--- src/rtl/imem_loader.sv ---
// Boot loader: byte stream -> 32-bit instruction-memory writes, core held in reset until done.
// Optional trailing XOR checksum byte enabled by defining IMEM_LOADER_CHECKSUM_EN.
module imem_loader #(
    parameter int          DEPTH     = 256,
    parameter logic [31:0] BASE_ADDR = 32'h0000_0000
) (
    input  logic        clk,
    input  logic        rst_n,
    input  logic        in_valid,
    output logic        in_ready,
    input  logic [7:0]  in_data,
    output logic        wr_en,
    output logic [31:0] wr_addr,
    output logic [31:0] wr_data,
    output logic        core_rst,
    output logic        done,
    output logic        error
);

    typedef enum logic [2:0] {
        IDLE, LEN0, LEN1, DATA, LAST, CSUM, DONE, ERR
    } state_t;

    localparam logic [16:0] DEPTH_W = 17'(DEPTH);

    state_t      state_q, state_d;
    logic [1:0]  byte_idx_q, byte_idx_d;
    logic [15:0] word_idx_q, word_idx_d;
    logic [15:0] len_q, len_d;
    logic [23:0] buf_q, buf_d;
    logic        in_ready_q, in_ready_d;
    logic        wr_en_q, wr_en_d;
    logic [31:0] wr_addr_q, wr_addr_d;
    logic [31:0] wr_data_q, wr_data_d;
    logic        core_rst_q, core_rst_d;
    logic        done_q, done_d;
    logic        error_q, error_d;
`ifdef IMEM_LOADER_CHECKSUM_EN
    logic [7:0]  csum_q, csum_d;
`endif

    logic        xfer;
    logic [15:0] new_len;

    assign xfer    = in_valid && in_ready_q;
    assign new_len = {in_data, len_q[7:0]};

    always_comb begin
        state_d    = state_q;
        byte_idx_d = byte_idx_q;
        word_idx_d = word_idx_q;
        len_d      = len_q;
        buf_d      = buf_q;
        wr_en_d    = 1'b0;
        wr_addr_d  = wr_addr_q;
        wr_data_d  = wr_data_q;
`ifdef IMEM_LOADER_CHECKSUM_EN
        csum_d     = csum_q;
`endif
        case (state_q)
            IDLE: begin
                state_d = LEN0;
`ifdef IMEM_LOADER_CHECKSUM_EN
                csum_d  = 8'h00;
`endif
            end
            LEN0: if (xfer) begin
                len_d   = {8'h00, in_data};
                state_d = LEN1;
            end
            LEN1: if (xfer) begin
                len_d = new_len;
                if (new_len == 16'd0 || {1'b0, new_len} > DEPTH_W)
                    state_d = ERR;
                else
                    state_d = DATA;
            end
            DATA: if (xfer) begin
                byte_idx_d = byte_idx_q + 2'd1;
                unique case (byte_idx_q)
                    2'd0: buf_d[7:0]   = in_data;
                    2'd1: buf_d[15:8]  = in_data;
                    2'd2: buf_d[23:16] = in_data;
                    2'd3: begin
                        wr_en_d   = 1'b1;
                        wr_data_d = {in_data, buf_q};
                        wr_addr_d = BASE_ADDR + {14'd0, word_idx_q, 2'b00};
                        if (word_idx_q == len_q - 16'd1)
                            state_d = LAST;
                        else
                            word_idx_d = word_idx_q + 16'd1;
                    end
                endcase
            end
`ifdef IMEM_LOADER_CHECKSUM_EN
            LAST: state_d = CSUM;
            CSUM: if (xfer) begin
                state_d = (in_data == csum_q) ? DONE : ERR;
            end
`else
            LAST: state_d = DONE;
`endif
            default: state_d = state_q;
        endcase
`ifdef IMEM_LOADER_CHECKSUM_EN
        // every byte before the checksum byte itself folds into the XOR
        if (xfer && (state_q inside {LEN0, LEN1, DATA}))
            csum_d = csum_q ^ in_data;
`endif
        in_ready_d = state_d inside {LEN0, LEN1, DATA, CSUM};
        done_d     = (state_d == DONE);
        error_d    = (state_d == ERR);
        core_rst_d = (state_d != DONE);
    end

    always_ff @(posedge clk or negedge rst_n) begin
        if (!rst_n) begin
            state_q    <= IDLE;
            byte_idx_q <= 2'd0;
            word_idx_q <= 16'd0;
            len_q      <= 16'd0;
            buf_q      <= 24'd0;
            in_ready_q <= 1'b0;
            wr_en_q    <= 1'b0;
            wr_addr_q  <= BASE_ADDR;
            wr_data_q  <= 32'd0;
            core_rst_q <= 1'b1;
            done_q     <= 1'b0;
            error_q    <= 1'b0;
`ifdef IMEM_LOADER_CHECKSUM_EN
            csum_q     <= 8'h00;
`endif
        end else begin
            state_q    <= state_d;
            byte_idx_q <= byte_idx_d;
            word_idx_q <= word_idx_d;
            len_q      <= len_d;
            buf_q      <= buf_d;
            in_ready_q <= in_ready_d;
            wr_en_q    <= wr_en_d;
            wr_addr_q  <= wr_addr_d;
            wr_data_q  <= wr_data_d;
            core_rst_q <= core_rst_d;
            done_q     <= done_d;
            error_q    <= error_d;
`ifdef IMEM_LOADER_CHECKSUM_EN
            csum_q     <= csum_d;
`endif
        end
    end

    assign in_ready = in_ready_q;
    assign wr_en    = wr_en_q;
    assign wr_addr  = wr_addr_q;
    assign wr_data  = wr_data_q;
    assign core_rst = core_rst_q;
    assign done     = done_q;
    assign error    = error_q;

endmodule

--- config.mk ---
export PLATFORM = sky130hd
export DESIGN_NAME = imem_loader
export DESIGN_NICKNAME = d
export VERILOG_FILES = /design/src/rtl/imem_loader.sv
export SDC_FILE = /design/constraint.sdc
export NUM_CORES = 1
export LEC_CHECK = 0
export ABC_AREA = 0
export CAP_MARGIN = 20
export CORE_ASPECT_RATIO = 1.25
export CORE_MARGIN = 2
export CORE_UTILIZATION = 25
export CTS_CLUSTER_SIZE = 12
export DETAILED_ROUTE_END_ITERATION = 16
export GPL_TIMING_DRIVEN = 0
export MAX_ROUTING_LAYER = met4
export SYNTH_ARGS = -nofsm -noshare
export SYNTH_HDL_FRONTEND = slang
export SYNTH_SLANG_ARGS = --single-unit
export TNS_END_PERCENT = 50
--- constraint.sdc ---
create_clock -name clk -period 4.01 [get_ports clk]
set_input_delay 1.203 -clock clk [delete_from_list [all_inputs] [get_ports clk]]
set_output_delay 1.203 -clock clk [all_outputs]
set_load 0.005 [all_outputs]
==> results by stage <==
Clocking:
- The CTS sink count is 114.
- Clock-pin slew was measured on the worst setup and hold paths at roughly 0.050 ns.
- The clock latency at the later pin of the worst-skew pair is 0.42 ns.
- The number of gates resized after cts is 0.
- The count of hold-fix buffers inserted at cts is 0.
- The root buffer cell chosen for the clock tree is clkbuf_16.
- TritonCTS built the clock tree.
- The H-tree depth reported by CTS is 4.
- The number of setup buffers added after CTS is 0.
- The maximum clock path buffer count is 2.
- The number of CTS-inserted buffers is 17.

GRT:
- The total global routing track utilization is 0.124.
- The met1 capacity usage during global routing is 0.154.
- The global-route met3 utilization is 0.0332.
- The number of antenna violations at the first check in global routing was 0.
- Entering global routing, the biggest net connects 88 pins.
- The overall overflow remaining after global route is 0.
- The global-route wire length before repair is between 20000 and 25000 um.
- For this run, global-route usage on met2 was measured as 0.194.
- The via count of the first global-routing pass is slightly below 4000.
- The layer with the highest usage after global routing is met2.

Worst hold path:
- The worst hold path class is reg2reg.

Detailed routing:
- The count of nets left with antenna violations once routing finished came out at 0.
- In this run, the number of DRC markers left after iteration 0 of detailed routing was 281.
- The average wire per cell in the routed design is 14.0 um.
- For this run, design rule violations remaining after detail routing come to 0.
- Dividing the detail-routed via count by the number of cells gives 4.29.
- The final layout contains routed wiring with a total length of around 13000 um.
- The overall via count from detail_route is 3913.
- The first detailed-routing pass took 4 iterations.

Logic synthesis:
- The dominant register cell in the synthesized netlist is dfrtp_1.
- The number of enable-type register cells in the synthesized netlist is 0.
- In the synthesized netlist the async set-or-reset flop fraction comes to 1.00.
- The synthesized instance count is between 500 and 600.
- In this run the cell area of the synthesized design comes to 0.00528 sq mm.
- The mean area per synthesized cell is 10.0 sq um.
- Of the synthesized area, sequential elements account for 0.541.
- The count of synthesis-stage warnings from yosys is 0.
- Counting distinct cell types in the post-synthesis netlist gives between 50 and 60.
- Counting flops and latches in the post-synthesis netlist gives around 110.

Place:
- The total placed instance area is 0.00634 sq mm.
- Buffers placed on the I/O ports in this run total 63.
- The HPWL after detailed placement is slightly below 9000 um.
- Timing analysis after detailed placement gives a worst setup slack of -0.0725 ns.
- The routability congestion estimate is 0.782.

Timing:
- Of the available clock period, the critical path in the final layout requires 0.907.
- Setup slack closes at around 0.37 ns.
- The relative slew slack is 0.498.
- The final count of negative-setup-slack endpoints is 0.
- The count of endpoints failing hold in the final timing report is 0.
- The final-report max-slew violation count came to 0.
- The worst clock skew is around 0.007 ns.
- The maximum achievable frequency is about 270 MHz.
- At the pin with the least slew margin, the transition time is approximately 0.75 ns.
- The shortest period the worst path allows is 3.64 ns.
- Setup repair after global routing left no endpoint under its margin.

Floorplan:
- The top-level I/O count is 80.
- The number of standard-cell rows in the floorplan is 59.
- The area of the core is 0.0207 sq mm.
- The effective utilization at floorplan is 0.254.
- The die boundary height is approximately 170 um.
- The floorplan die area is 0.0223 sq mm.
- The die is about 130 um wide.

Outcome:
- The run finished with clean final reports.

Layout:
- The library cells used most frequently in the layout, excluding fill and tap cells, are nand2_1, dfrtp_1, clkdlybuf4s50_1.
- Fill cells in the final layout number about 2100.
- Leaving out fill and tap cells, the most frequent cell in the layout is nand2_1.
- The layout-stage area growth over the synthesis result is 32.0%.
- After the last flow step, the layout net total stands at 643.
- The multi-input combinational cells in the finished layout cover a total of between 0.002 and 0.0025 sq mm.
- The sequential standard cell area is about 0.0029 sq mm.
- The number of antenna diodes in the final layout is 0.
- The fraction of final layout cells sized beyond drive strength 1 is 0.144.
- The area of all placed cells without fillers is around 0.0070 sq mm.

Worst setup path:
- The most repeated library cell on the critical path is nand2_1.
- For the worst setup path, the data arrival time is roughly 4 ns.
- The worst setup path is captured at a register.
- At the worst endpoint, the required time is about 4.4 ns.
- The kind of launch point of the worst setup path is an input port.
- The signal on the critical path passes through clkdlybuf4s50_1 > nand2_1 > nor3_1 > nand2_1 > inv_1 > buf_1 > buf_1 > nand2_1 > nand2_1.
- The largest fanout on the critical path is 10.
- In this design, the stage delay of the slowest critical-path cell is 0.63 ns.
- The largest individual stage delay along the critical path comes from the cell nor3_1.
- By startpoint and endpoint, the worst setup path is classified as in2reg.

Power and ir drop:
- Power spread over the standard cell area amounts to a little over 600 mW/mm^2.
- In this run the static leakage power is ~3.3 nW.
- Across the VDD grid, the largest voltage drop is about 0.42 mV.

Run:
- The tool flagged a number of max-cap violations equal to 0.
==> worst max-delay path: cells and delay by family <==
kind | cells | cell delay [ns]
AND/OR/NAND/NOR | 5 | 1.16
buffers and inverters | 4 | 1.65
==> cells in the mapped netlist, drive strengths merged, types with 8 or more instances <==
cell | instances | area [sq um]
a22o | 8 | 70.1
buf | 26 | 176
nand3 | 9 | 45.0
xor2 | 13 | 114
o21ai | 16 | 80.1
nor2 | 11 | 41.3
xnor2 | 24 | 210
clkbuf | 12 | 45.0
nand4 | 9 | 68.8
mux2 | 25 | 282
nand2 | 178 | 668
inv | 14 | 52.6
dfrtp | 113 | 2830
==> through the flow <==
stage,setup TNS [ns],utilization,instances,hold slack [ns],power (mW)
after floorplan,0,-,543,0.433,2.16
after global placement,-315.49,0.304,880,0.443,2.68
after detailed placement,-0.510,0.305,881,0.453,2.71
after CTS,0,0.336,912,0.467,4.34
after global routing,0,0.336,912,0.495,4.52
final,0,0.336,912,0.461,4.27
==> cell type report <==
cell class	count	area share
Inverter	14	0.00754
Tap cell	274	0.0492
Sequential cell	114	0.410
Buffer	38	0.0318
Clock buffer	23	0.0729
Multi-Input combinational cell	377	0.317
Clock inverter	8	0.0178
Timing Repair Buffer	64	0.0946
==> metal layers <==
layer,up-vias,share of wire
met2,85,0.48
li1,1919,-
met4,0,0.020
met1,1889,0.46
met3,20,0.045
met5,-,0
==> state kept, by name, indices dropped and copies added, names as in the netlist <==
register    count
error           1
state_q         3
wr_data        32
core_rst        1
word_idx_q     16
buf_q          24
byte_idx_q      2
done            1
len_q          16
in_ready        1
wr_en           1
wr_addr        16
==> kinds of logic after synthesis <==
| family | synth area share |
|---|---|
| AOI/OAI and AO/OA | 0.0588 |
| xor gates and xnor gates | 0.0614 |
| buffers and inverters | 0.0519 |
| other | 0.000711 |
| adders and majority gates | 0.0142 |
| and+or+nand+nor | 0.213 |
| DFF | 0.541 |
| muxes | 0.0590 |
==> path summary, 6_finish.rpt <==
check                                      startpoint                       to  slack (ns)  cells after the start
worst max-delay path                         in_valid  wr_data[22]$_DFFE_PN0P_        0.37                      9
min in group asynchronous                       rst_n  wr_addr[14]$_DFFE_PN0P_        0.65                      1
worst min-delay path            buf_q[18]$_DFFE_PN0P_  wr_data[18]$_DFFE_PN0P_        0.46                      2
max in group asynchronous                       rst_n       core_rst$_DFF_PN1_        2.63                      2
worst min register to register  buf_q[18]$_DFFE_PN0P_  wr_data[18]$_DFFE_PN0P_        0.46                      2
worst max register to register   len_q[0]$_DFFE_PN0P_     state_q[0]$_DFF_PN0_        0.67                     10
==> report_power, final <==
| part | leakage, nW | internal (mW) | switching [mW] |
|---|---|---|---|
| Clock | 0.307 | 1.07 | 0.524 |
| Combinational | 1.57 | 0.559 | 0.443 |
| Sequential | 1.46 | 1.47 | 0.196 |
| Total | 3.34 | 3.10 | 1.16 |
No activity file was read; power rests on OpenSTA's default activity.
